--- config.mk ---
export PLATFORM = sky130hd
export DESIGN_NAME = pipelined_adder
export DESIGN_NICKNAME = d
export VERILOG_FILES = /design/src/rtl/pipelined_adder.sv
export SDC_FILE = /design/constraint.sdc
export NUM_CORES = 1
export LEC_CHECK = 0
export CAP_MARGIN = 20
export CORE_MARGIN = 4
export CORE_UTILIZATION = 30
export CTS_CLUSTER_DIAMETER = 60
export DETAILED_ROUTE_END_ITERATION = 8
export PLACE_DENSITY_LB_ADDON = 0.25
export SYNTH_ARGS = -nofsm -noshare
export SYNTH_HDL_FRONTEND = slang
export SYNTH_SLANG_ARGS = --single-unit
--- constraint.sdc ---
create_clock -name sys_clk -period 3.3 [get_ports sys_clk]
set_clock_uncertainty 0.1 [all_clocks]
set_input_delay 0.33 -clock sys_clk [delete_from_list [all_inputs] [get_ports sys_clk]]
set_output_delay 0.33 -clock sys_clk [all_outputs]
set_load 0.02 [all_outputs]
--- src/rtl/pipelined_adder.sv ---
// Pipelined ripple-slice adder/subtractor with valid/ready flow control.
// Each stage resolves one SLICE-bit slice of the sum; the final stage
// register drives the result outputs directly.
module pipelined_adder #(
    parameter int unsigned WIDTH = 16,
    parameter int unsigned SLICE = 4
) (
    input  logic             sys_clk,
    input  logic             sys_rst,
    input  logic             in_valid,
    output logic             in_ready,
    input  logic [WIDTH-1:0] in_a,
    input  logic [WIDTH-1:0] in_b,
    input  logic             in_cin,
    input  logic             in_sub,
    output logic             out_valid,
    input  logic             out_ready,
    output logic [WIDTH-1:0] sum,
    output logic             count,
    output logic             ovf
);

    localparam int unsigned STAGES = WIDTH / SLICE;
    localparam int unsigned LAST   = STAGES - 1;
    localparam int unsigned SW     = SLICE + 1;

    // Per-stage state: operands (effective B), partial sum, slice carry, mode, valid
    logic [WIDTH-1:0] a_q   [STAGES];
    logic [WIDTH-1:0] a_d   [STAGES];
    logic [WIDTH-1:0] b_q   [STAGES];
    logic [WIDTH-1:0] b_d   [STAGES];
    logic [WIDTH-1:0] sum_q [STAGES];
    logic [WIDTH-1:0] sum_d [STAGES];
    logic             carry_q [STAGES];
    logic             carry_d [STAGES];
    logic             sub_q   [STAGES];
    logic             sub_d   [STAGES];
    logic             valid_q [STAGES];
    logic             valid_d [STAGES];

    logic [WIDTH-1:0] op_a;
    logic [WIDTH-1:0] op_b;
    logic [WIDTH-1:0] op_sum;
    logic             op_c;
    logic             op_sub;
    logic             op_v;
    logic [SLICE:0]   slice_res;
    logic             advance_c;

    // Whole pipe moves together whenever the output slot is free or being drained
    assign advance_c = !valid_q[LAST] || out_ready;
    // Reset always empties the pipe, so upstream is never held off during it
    assign in_ready  = advance_c || sys_rst;

    // Next-state of every stage: stage s resolves slice s from the previous stage's carry
    always_comb begin
        op_a      = '0;
        op_b      = '0;
        op_sum    = '0;
        op_c      = 1'b0;
        op_sub    = 1'b0;
        op_v      = 1'b0;
        slice_res = '0;
        for (int s = 0; s < STAGES; s++) begin
            if (s == 0) begin
                op_a   = in_a;
                op_b   = in_sub ? ~in_b : in_b;
                op_c   = in_sub | in_cin;
                op_sum = '0;
                op_sub = in_sub;
                op_v   = in_valid;
            end else begin
                op_a   = a_q[s-1];
                op_b   = b_q[s-1];
                op_c   = carry_q[s-1];
                op_sum = sum_q[s-1];
                op_sub = sub_q[s-1];
                op_v   = valid_q[s-1];
            end
            slice_res = SW'(op_a[s*SLICE +: SLICE]) + SW'(op_b[s*SLICE +: SLICE]) + SW'(op_c);
            a_d[s]     = op_a;
            b_d[s]     = op_b;
            sub_d[s]   = op_sub;
            valid_d[s] = op_v;
            sum_d[s]   = op_sum;
            sum_d[s][s*SLICE +: SLICE] = slice_res[SLICE-1:0];
            carry_d[s] = slice_res[SLICE];
        end
    end

    // Stage registers: reset clears everything, stall holds, advance shifts
    always_ff @(posedge sys_clk) begin
        if (sys_rst) begin
            for (int s = 0; s < STAGES; s++) begin
                valid_q[s] <= 1'b0;
                a_q[s]     <= '0;
                b_q[s]     <= '0;
                sum_q[s]   <= '0;
                carry_q[s] <= 1'b0;
                sub_q[s]   <= 1'b0;
            end
        end else if (advance_c) begin
            for (int s = 0; s < STAGES; s++) begin
                valid_q[s] <= valid_d[s];
                // Stage 0 data only loads on a real handshake; bubbles keep stale data
                if ((s != 0) || in_valid) begin
                    a_q[s]     <= a_d[s];
                    b_q[s]     <= b_d[s];
                    sum_q[s]   <= sum_d[s];
                    carry_q[s] <= carry_d[s];
                    sub_q[s]   <= sub_d[s];
                end
            end
        end
    end

    assign out_valid = valid_q[LAST];
    assign sum       = sum_q[LAST];
    assign count     = carry_q[LAST];
    // Signed overflow: operands agree in sign but the result does not
    assign ovf       = (a_q[LAST][WIDTH-1] == b_q[LAST][WIDTH-1]) &&
                       (sum_q[LAST][WIDTH-1] != a_q[LAST][WIDTH-1]);

endmodule

==> run_results.csv, run 1 <==
group,metric,value,unit
run_status,run_status,"finished, final reports clean",
final_layout,fillCellCount,1337,
clock_network,cts_inserted_buffers,9,
detailed_routing,firstDrtPassIters,4,
timing,final_max_slew_viol_count,0,
clock_network,cts.repair.resized,0,
synth,yosysWarningCount,0,
hold_path,holdCritPathClass,"flop to flop",
power_and_ir_drop,finalPower,2.78,mW
timing,layout_worst_path_cycle_share,0.672,
final_layout,seqCellArea,2940,sq um
synth,synth_cells,297,
worst_setup_path,crit_path_cell_trace,"clkdlybuf4s50_1, inv_2, nand2_2, clkdlybuf4s50_1",
clock_network,cts-hold-fix-buffers,0,
worst_setup_path,cp.arrival,1790,ps
clock_network,clk_transition_reported_paths,60,ps
final_layout,post-route-util,0.384,
synth,synth.yosys.seq_area_share,0.681,
worst_setup_path,critical_path.most_common_cell,"sky130_fd_sc_hd__clkdlybuf4s50_1",
clock_network,cts.sinks,98,
worst_setup_path,path_delay_family,"buffers and inverters",
timing,setup_ws,1080,ps
global_routing,grt_pass1_wl,11700,um
clock_network,clk-insertion-delay-late,340,ps
final_layout,post-route-cell-area,5370,sq um
floorplan,floorplan.rows,43,
floorplan,chipWidth,128,um
global_routing,grtUsageTotal,0.0903,
clock_network,root_buffer,"sky130_fd_sc_hd__clkbuf_16",
place,place_worst_setup_slack,816,ps
synth,synth_cell_type_count,28,
worst_setup_path,cp.required,2870,ps
worst_setup_path,timing_worst_setup_path_type,"input port to primary output",
clock_network,clock_path_buffers,2,
timing,final.setup.tns,0,ps
worst_setup_path,crit_buf_inv,3,
flow_run,max_cap_viol_count,0,
power_and_ir_drop,leakagePower,2.34,nW
detailed_routing,routed_wirelength,6950,um
synth,synth_simple_gate_area_share,0.151,
clock_network,tritoncts,"yes",
global_routing,pin_count_of_the_biggest_net_entering_global_routing,70,
final_layout,syn_to_final_growth,24.2,%
final_layout,count_of_antenna_diodes_in_the_layout,0,
detailed_routing,number_of_vias_after_detailed_routing,2291,
global_routing,vias_in_the_first_global_route,2353,
global_routing,globalRoute.totalOverflow,0,
detailed_routing,detail-route-antenna-nets,0,
synth,post_syn_nets,355,
worst_setup_path,timing.critical_path.fanout_max,29,
synth,synth_top_family_by_area,"simple AND/OR/NAND/NOR gates",
timing,post-route-min-period,2220,ps
floorplan,initial_core_util,0.309,
synth,flop_and_latch_count_out_of_synthesis,98,
timing,maxSlewHeadroom,0.419,
worst_setup_path,worst_path_cell_with_the_longest_stage_delay,"sky130_fd_sc_hd__clkdlybuf4s50_1",
timing,timing_hold_violations_final,0,
detailed_routing,viasPerCell,4.27,
floorplan,io_pins,58,
detailed_routing,remaining_drc_errors,0,
power_and_ir_drop,power_per_cell_area,518,nW/um^2
clock_network,post_cts_buffers,0,
floorplan,die-area,16400,sq um
timing,unrepaired_setup_endpoints_after_global_routing,"no",
place,port-buffer-count,57,
floorplan,die_height,128,um
timing,worstMarginPinSlew,872,ps
final_layout,post_route_cells_drive_above_1_share,0.0700,
place,place_area,5070,sq um
synth,syn_area,4320,sq um
place,routabilityCongestion,0.697,
final_layout,nets,410,
timing,setup_violations,0,
timing,timing.fmax,0.451,GHz
synth,synth_fa_ha_area_frac,0.0718,
global_routing,number_of_antenna_violations_at_the_first_check_in_global_routing,0,
synth,xor_xnor_cell_area_share_of_the_yosys_netlist,0.0385,
power_and_ir_drop,peakVddDrop,0.280,mV
final_layout,multi_input_area,1270,sq um
floorplan,coreArea,14000,sq um
place,place_hpwl,4660,um
synth,share_of_synthesized_area_spent_on_multiplexers,0.00695,
worst_setup_path,timing.critical_path.from_type,"input port",
worst_setup_path,endpoint_kind,"primary output",
synth,synth_compound_gate_area_share,0.0237,
worst_setup_path,worst_path_largest_cell_delay,600,ps
detailed_routing,wire_per_inst,12.9,um
synth,syn-mean-instance-area,14.6,sq um
detailed_routing,drt_iter0_drc,164,
clock_network,htree_num_levels,3,
through the flow:
stage          hold WS, ps  instances
6_report               450        537
5_1_grt                466        537
2_1_floorplan          428        297
4_1_cts                451        537
3_3_place_gp           434        521
3_5_place_dp           436        521
logic make-up (layout without fill, tap and decap cells):
logic type               Yosys count  count (layout)
flip-flops                        98              98
buffers and inverters             26              86
AO/OA/AOI/OAI                     17              17
AND/OR/NAND/NOR                  114             114
adder cells (fa/ha/maj)           20              20
XOR/XNOR                          19              19
multiplexers                       3               3
flip-flops by register name (all words and copies together) (netlist names):
register  count
carry_q       4
a_q          25
valid_q       4
b_q          25
sum_q        40
final timing paths:
path | start | to | slack (ps) | depth (start not counted)
max | sys_rst | in_ready | 1080 | 4
min | b_q[0][10] | b_q[1][10] | 450 | 1
max reg2reg | a_q[0][4] | carry_q[0][1] | 1250 | 5
min reg2reg | b_q[0][10] | b_q[1][10] | 450 | 1
power breakdown:
group	internal [mW]	leakage [nW]	total (mW)	switching [mW]
clock	0.586	0.143	1.02	0.437
sequential	1.46	1.15	1.49	0.0243
combinational	0.141	1.04	0.267	0.126
total	2.19	2.34	2.78	0.588
cells in the mapped netlist:
| cell | number | share of area |
|---|---|---|
| sky130_fd_sc_hd__ha_1 | 12 | 0.035 |
| sky130_fd_sc_hd__o21ai_0 | 2 | 0.0023 |
| sky130_fd_sc_hd__and2_1 | 13 | 0.019 |
| sky130_fd_sc_hd__a21oi_1 | 8 | 0.0093 |
| sky130_fd_sc_hd__xnor2_1 | 16 | 0.032 |
| sky130_fd_sc_hd__xor2_1 | 3 | 0.0061 |
| sky130_fd_sc_hd__nand3_4 | 1 | 0.0041 |
| sky130_fd_sc_hd__buf_2 | 4 | 0.0046 |
| sky130_fd_sc_hd__nor3_1 | 1 | 0.0012 |
| sky130_fd_sc_hd__nand2_1 | 6 | 0.0052 |
| sky130_fd_sc_hd__fa_1 | 8 | 0.037 |
| sky130_fd_sc_hd__nand3_1 | 3 | 0.0035 |
| sky130_fd_sc_hd__buf_6 | 1 | 0.0026 |
| sky130_fd_sc_hd__inv_2 | 2 | 0.0017 |
| sky130_fd_sc_hd__nor3b_1 | 1 | 0.0017 |
| sky130_fd_sc_hd__clkbuf_1 | 11 | 0.0096 |
| sky130_fd_sc_hd__or3_1 | 3 | 0.0043 |
| sky130_fd_sc_hd__mux2i_1 | 3 | 0.0069 |
| sky130_fd_sc_hd__nor2b_1 | 3 | 0.0043 |
| sky130_fd_sc_hd__buf_4 | 2 | 0.0035 |
| sky130_fd_sc_hd__nand2b_1 | 1 | 0.0014 |
| sky130_fd_sc_hd__a21boi_0 | 1 | 0.0017 |
| sky130_fd_sc_hd__a21o_1 | 6 | 0.010 |
| sky130_fd_sc_hd__nand3b_1 | 2 | 0.0035 |
| sky130_fd_sc_hd__nor2_1 | 22 | 0.019 |
| sky130_fd_sc_hd__inv_1 | 6 | 0.0052 |
| sky130_fd_sc_hd__and3_1 | 58 | 0.084 |
| sky130_fd_sc_hd__edfxtp_1 | 98 | 0.68 |
routing by layer:
layer | vias to the layer above | wire [um] | global-route usage
li1 | 1183 | - | -
met4 | 0 | 178 | 0.0468
met3 | 11 | 305 | 0.0188
met5 | - | 0 | 0
met1 | 1038 | 3550 | 0.129
met2 | 59 | 2920 | 0.129
layout make-up:
type | count | share of cell area
clock inverter | 7 | 0.0128
tap | 180 | 0.0420
sequential | 98 | 0.548
inverter | 8 | 0.00559
multi-input combinational | 173 | 0.236
timing repair buffer | 62 | 0.113
clock buffer | 9 | 0.0420
cell usage in the layout (no fill, tap or decap), drive strengths merged, types with 8 or more instances in the layout:
master / n
clkdlybuf4s50: 57
fa: 8
clkbuf: 9
xnor2: 16
nor2: 22
a21oi: 8
and2: 13
and3: 58
ha: 12
edfxtp: 98
inv: 9
No activity file was read; power rests on OpenSTA's default activity.
==> run 2, diff against run 1 <==
==> constraint.sdc (replaced) <==
create_clock -name sys_clk -period 1.9 [get_ports sys_clk]
set_clock_uncertainty 0.1 [all_clocks]
set_input_delay 0.19 -clock sys_clk [delete_from_list [all_inputs] [get_ports sys_clk]]
set_output_delay 0.19 -clock sys_clk [all_outputs]
set_load 0.02 [all_outputs]
==> run 2 against run 1 <==
Net effect: sequential power up 74%; final area up 4.3%; combinational power up 95%; hold slack worse by 34 ps; worst setup slack worse by 1100 ps; wire length up 0.33%; largest cell class unchanged; sequential cell count unchanged; register-to-register slack worse by 1200 ps; power up 74%.
==> run_results.csv, run 2 (synthesis gave the netlist of run 1 again) <==
group,metric,value,unit
worst_setup_path,cp.arrival,1860,ps
timing,final.setup.tns,0,ps
worst_setup_path,worst_path_largest_cell_delay,430,ps
power_and_ir_drop,power.share.switching,0.205,
timing,finalHoldWorstSlack,416,ps
worst_setup_path,timing_worst_setup_path_type,"flop to flop",
timing,setup_violations,0,
place,routabilityCongestion,0.760,
global_routing,number_of_antenna_violations_at_the_first_check_in_global_routing,0,
power_and_ir_drop,combinationalPowerShare,0.108,
timing,timing.fmax,0.529,GHz
power_and_ir_drop,peakVddDrop,0.536,mV
final_layout,syn_to_final_growth,29.5,%
floorplan,initial_core_util,0.309,
worst_setup_path,critical_path.most_common_cell,"sky130_fd_sc_hd__fa_2",
timing,post-route-min-period,1890,ps
detailed_routing,viasPerCell,4.22,
clock_network,cts.sinks,98,
place,placed_cells,535,
clock_network,cts-hold-fix-buffers,0,
power_and_ir_drop,pwr-share-seq,0.536,
clock_network,tritoncts,"yes",
floorplan,coreArea,14000,sq um
detailed_routing,drt_iter0_drc,115,
final_layout,finalNonFillerCells,550,
clock_network,clk_transition_reported_paths,60,ps
final_layout,count_of_antenna_diodes_in_the_layout,0,
floorplan,die_height,128,um
worst_setup_path,timing.critical_path.fanout_max,2,
global_routing,grt_pass1_wl,11600,um
global_routing,vias_in_the_first_global_route,2287,
final_layout,largest_register_ffs,40,
power_and_ir_drop,power_per_cell_area,863,nW/um^2
clock_network,clk-insertion-delay-late,330,ps
worst_setup_path,crit_path_cell_trace,"fa_2, fa_2, a21o_1, a21oi_2, nor2_1",
final_layout,post_route_cells_drive_above_1_share,0.151,
timing,unrepaired_setup_endpoints_after_global_routing,"yes",
clock_network,cts_inserted_buffers,9,
worst_setup_path,cp.required,1870,ps
power_and_ir_drop,power.internal,3.84,mW
power_and_ir_drop,net-switching-power,0.990,mW
detailed_routing,wire_per_inst,12.7,um
final_layout,nets,424,
floorplan,floorplan.rows,43,
floorplan,io_pins,58,
power_and_ir_drop,leakagePower,2.46,nW
detailed_routing,remaining_drc_errors,0,
floorplan,die-area,16400,sq um
timing,timing_hold_violations_final,0,
worst_setup_path,worst_path_cell_with_the_longest_stage_delay,"sky130_fd_sc_hd__fa_2",
power_and_ir_drop,clkPwrFrac,0.356,
worst_setup_path,timing.critical_path.from_type,"flop",
final_layout,most_frequent_standard_cell_in_the_layout_excluding_fill_and_tap_cells,"sky130_fd_sc_hd__edfxtp_1",
detailed_routing,firstDrtPassIters,4,
clock_network,root_buffer,"sky130_fd_sc_hd__clkbuf_16",
place,place_area,5250,sq um
final_layout,layout.cells.most_common_list,"sky130_fd_sc_hd__edfxtp_1 (98), sky130_fd_sc_hd__and3_1 (58), sky130_fd_sc_hd__clkdlybuf4s50_1 (53)",
place,place_hpwl,5030,um
timing,layout_worst_path_cycle_share,0.994,
place,port-buffer-count,57,
final_layout,top_reg_by_flops,"sum_q",
detailed_routing,detail-route-antenna-nets,0,
clock_network,post_cts_buffers,0,
detailed_routing,routed_wirelength,6970,um
global_routing,globalRoute.totalOverflow,0,
final_layout,post-route-cell-area,5600,sq um
global_routing,pin_count_of_the_biggest_net_entering_global_routing,54,
hold_path,holdCritPathClass,"input port to flop",
final_layout,biggestRegsByFlops,"sum_q: 40 flops, a_q: 25 flops, b_q: 25 flops",
worst_setup_path,endpoint_kind,"flop",
timing,maxSlewHeadroom,0.804,
timing,setup_ws,11.3,ps
flow_run,max_cap_viol_count,0,
place,place_worst_setup_slack,-439,ps
detailed_routing,number_of_vias_after_detailed_routing,2319,
clock_network,htree_num_levels,3,
run_status,run_status,"finished, final reports clean",
timing,final_max_slew_viol_count,0,
floorplan,chipWidth,128,um
global_routing,grtUsageTotal,0.0896,
clock_network,clock_path_buffers,2,
timing,worstMarginPinSlew,294,ps
## run 2: worst paths after layout
check / slack, ps / depth (start not counted) / from / to
worst max-delay path: 10 / 5 / carry_q[0][0] / carry_q[0][1]
worst min register to register: 450 / 1 / valid_q[1] / valid_q[2]
worst min-delay path: 420 / 2 / in_a[10] / a_q[0][10]
worst max register to register: 10 / 5 / carry_q[0][0] / carry_q[0][1]
## run 2: area by class of cell
cell class              count  area, sq um
repair buffers             76          764
multi-input cells         173         1350
well taps                 180          225
clock buffers              10          229
inverters                   8         30.0
flip-flops and latches     98         2940
fillers                  1313         8390
clock inverters             5         56.3
## run 2: repair_timing
| item | in CTS | in global routing |
|---|---|---|
| setup endpoints to repair | 9 | 10 |
| pin swaps | 7 | 10 |
| resized for setup | 8 | 11 |
## run 2: critical path, delay by kind of cell, from the launching register on
family / cells / cell delay, ps
AOI/OAI and AO/OA: 2 / 310
adders and majority gates: 2 / 780
DFF: 1 / 400
and+or+nand+nor: 1 / 50
## run 2: metrics by stage
step,power (mW),utilization
after floorplan,2.92,-
after global placement,3.13,0.375
after detailed placement,3.15,0.375
after CTS,4.89,0.398
after global routing,5.05,0.400
final,4.83,0.400
## run 2: power groups by stage
| stage | sequential [mW] | combinational, mW | clock, mW |
|---|---|---|---|
| after floorplan | 2.65 | 0.270 | 0 |
| after global placement | 2.63 | 0.504 | 0 |
| after detailed placement | 2.63 | 0.515 | 0 |
| after CTS | 2.59 | 0.525 | 1.78 |
| after global routing | 2.60 | 0.585 | 1.87 |
| final | 2.59 | 0.521 | 1.72 |
## run 2: routing by layer
layer / global-route usage / share of wire / vias up
met4: 0.0356 / 0.0075 / 0
met3: 0.0246 / 0.041 / 5
met1: 0.127 / 0.48 / 1049
li1: - / - / 1213
met2: 0.130 / 0.47 / 52
met5: 0 / 0 / -
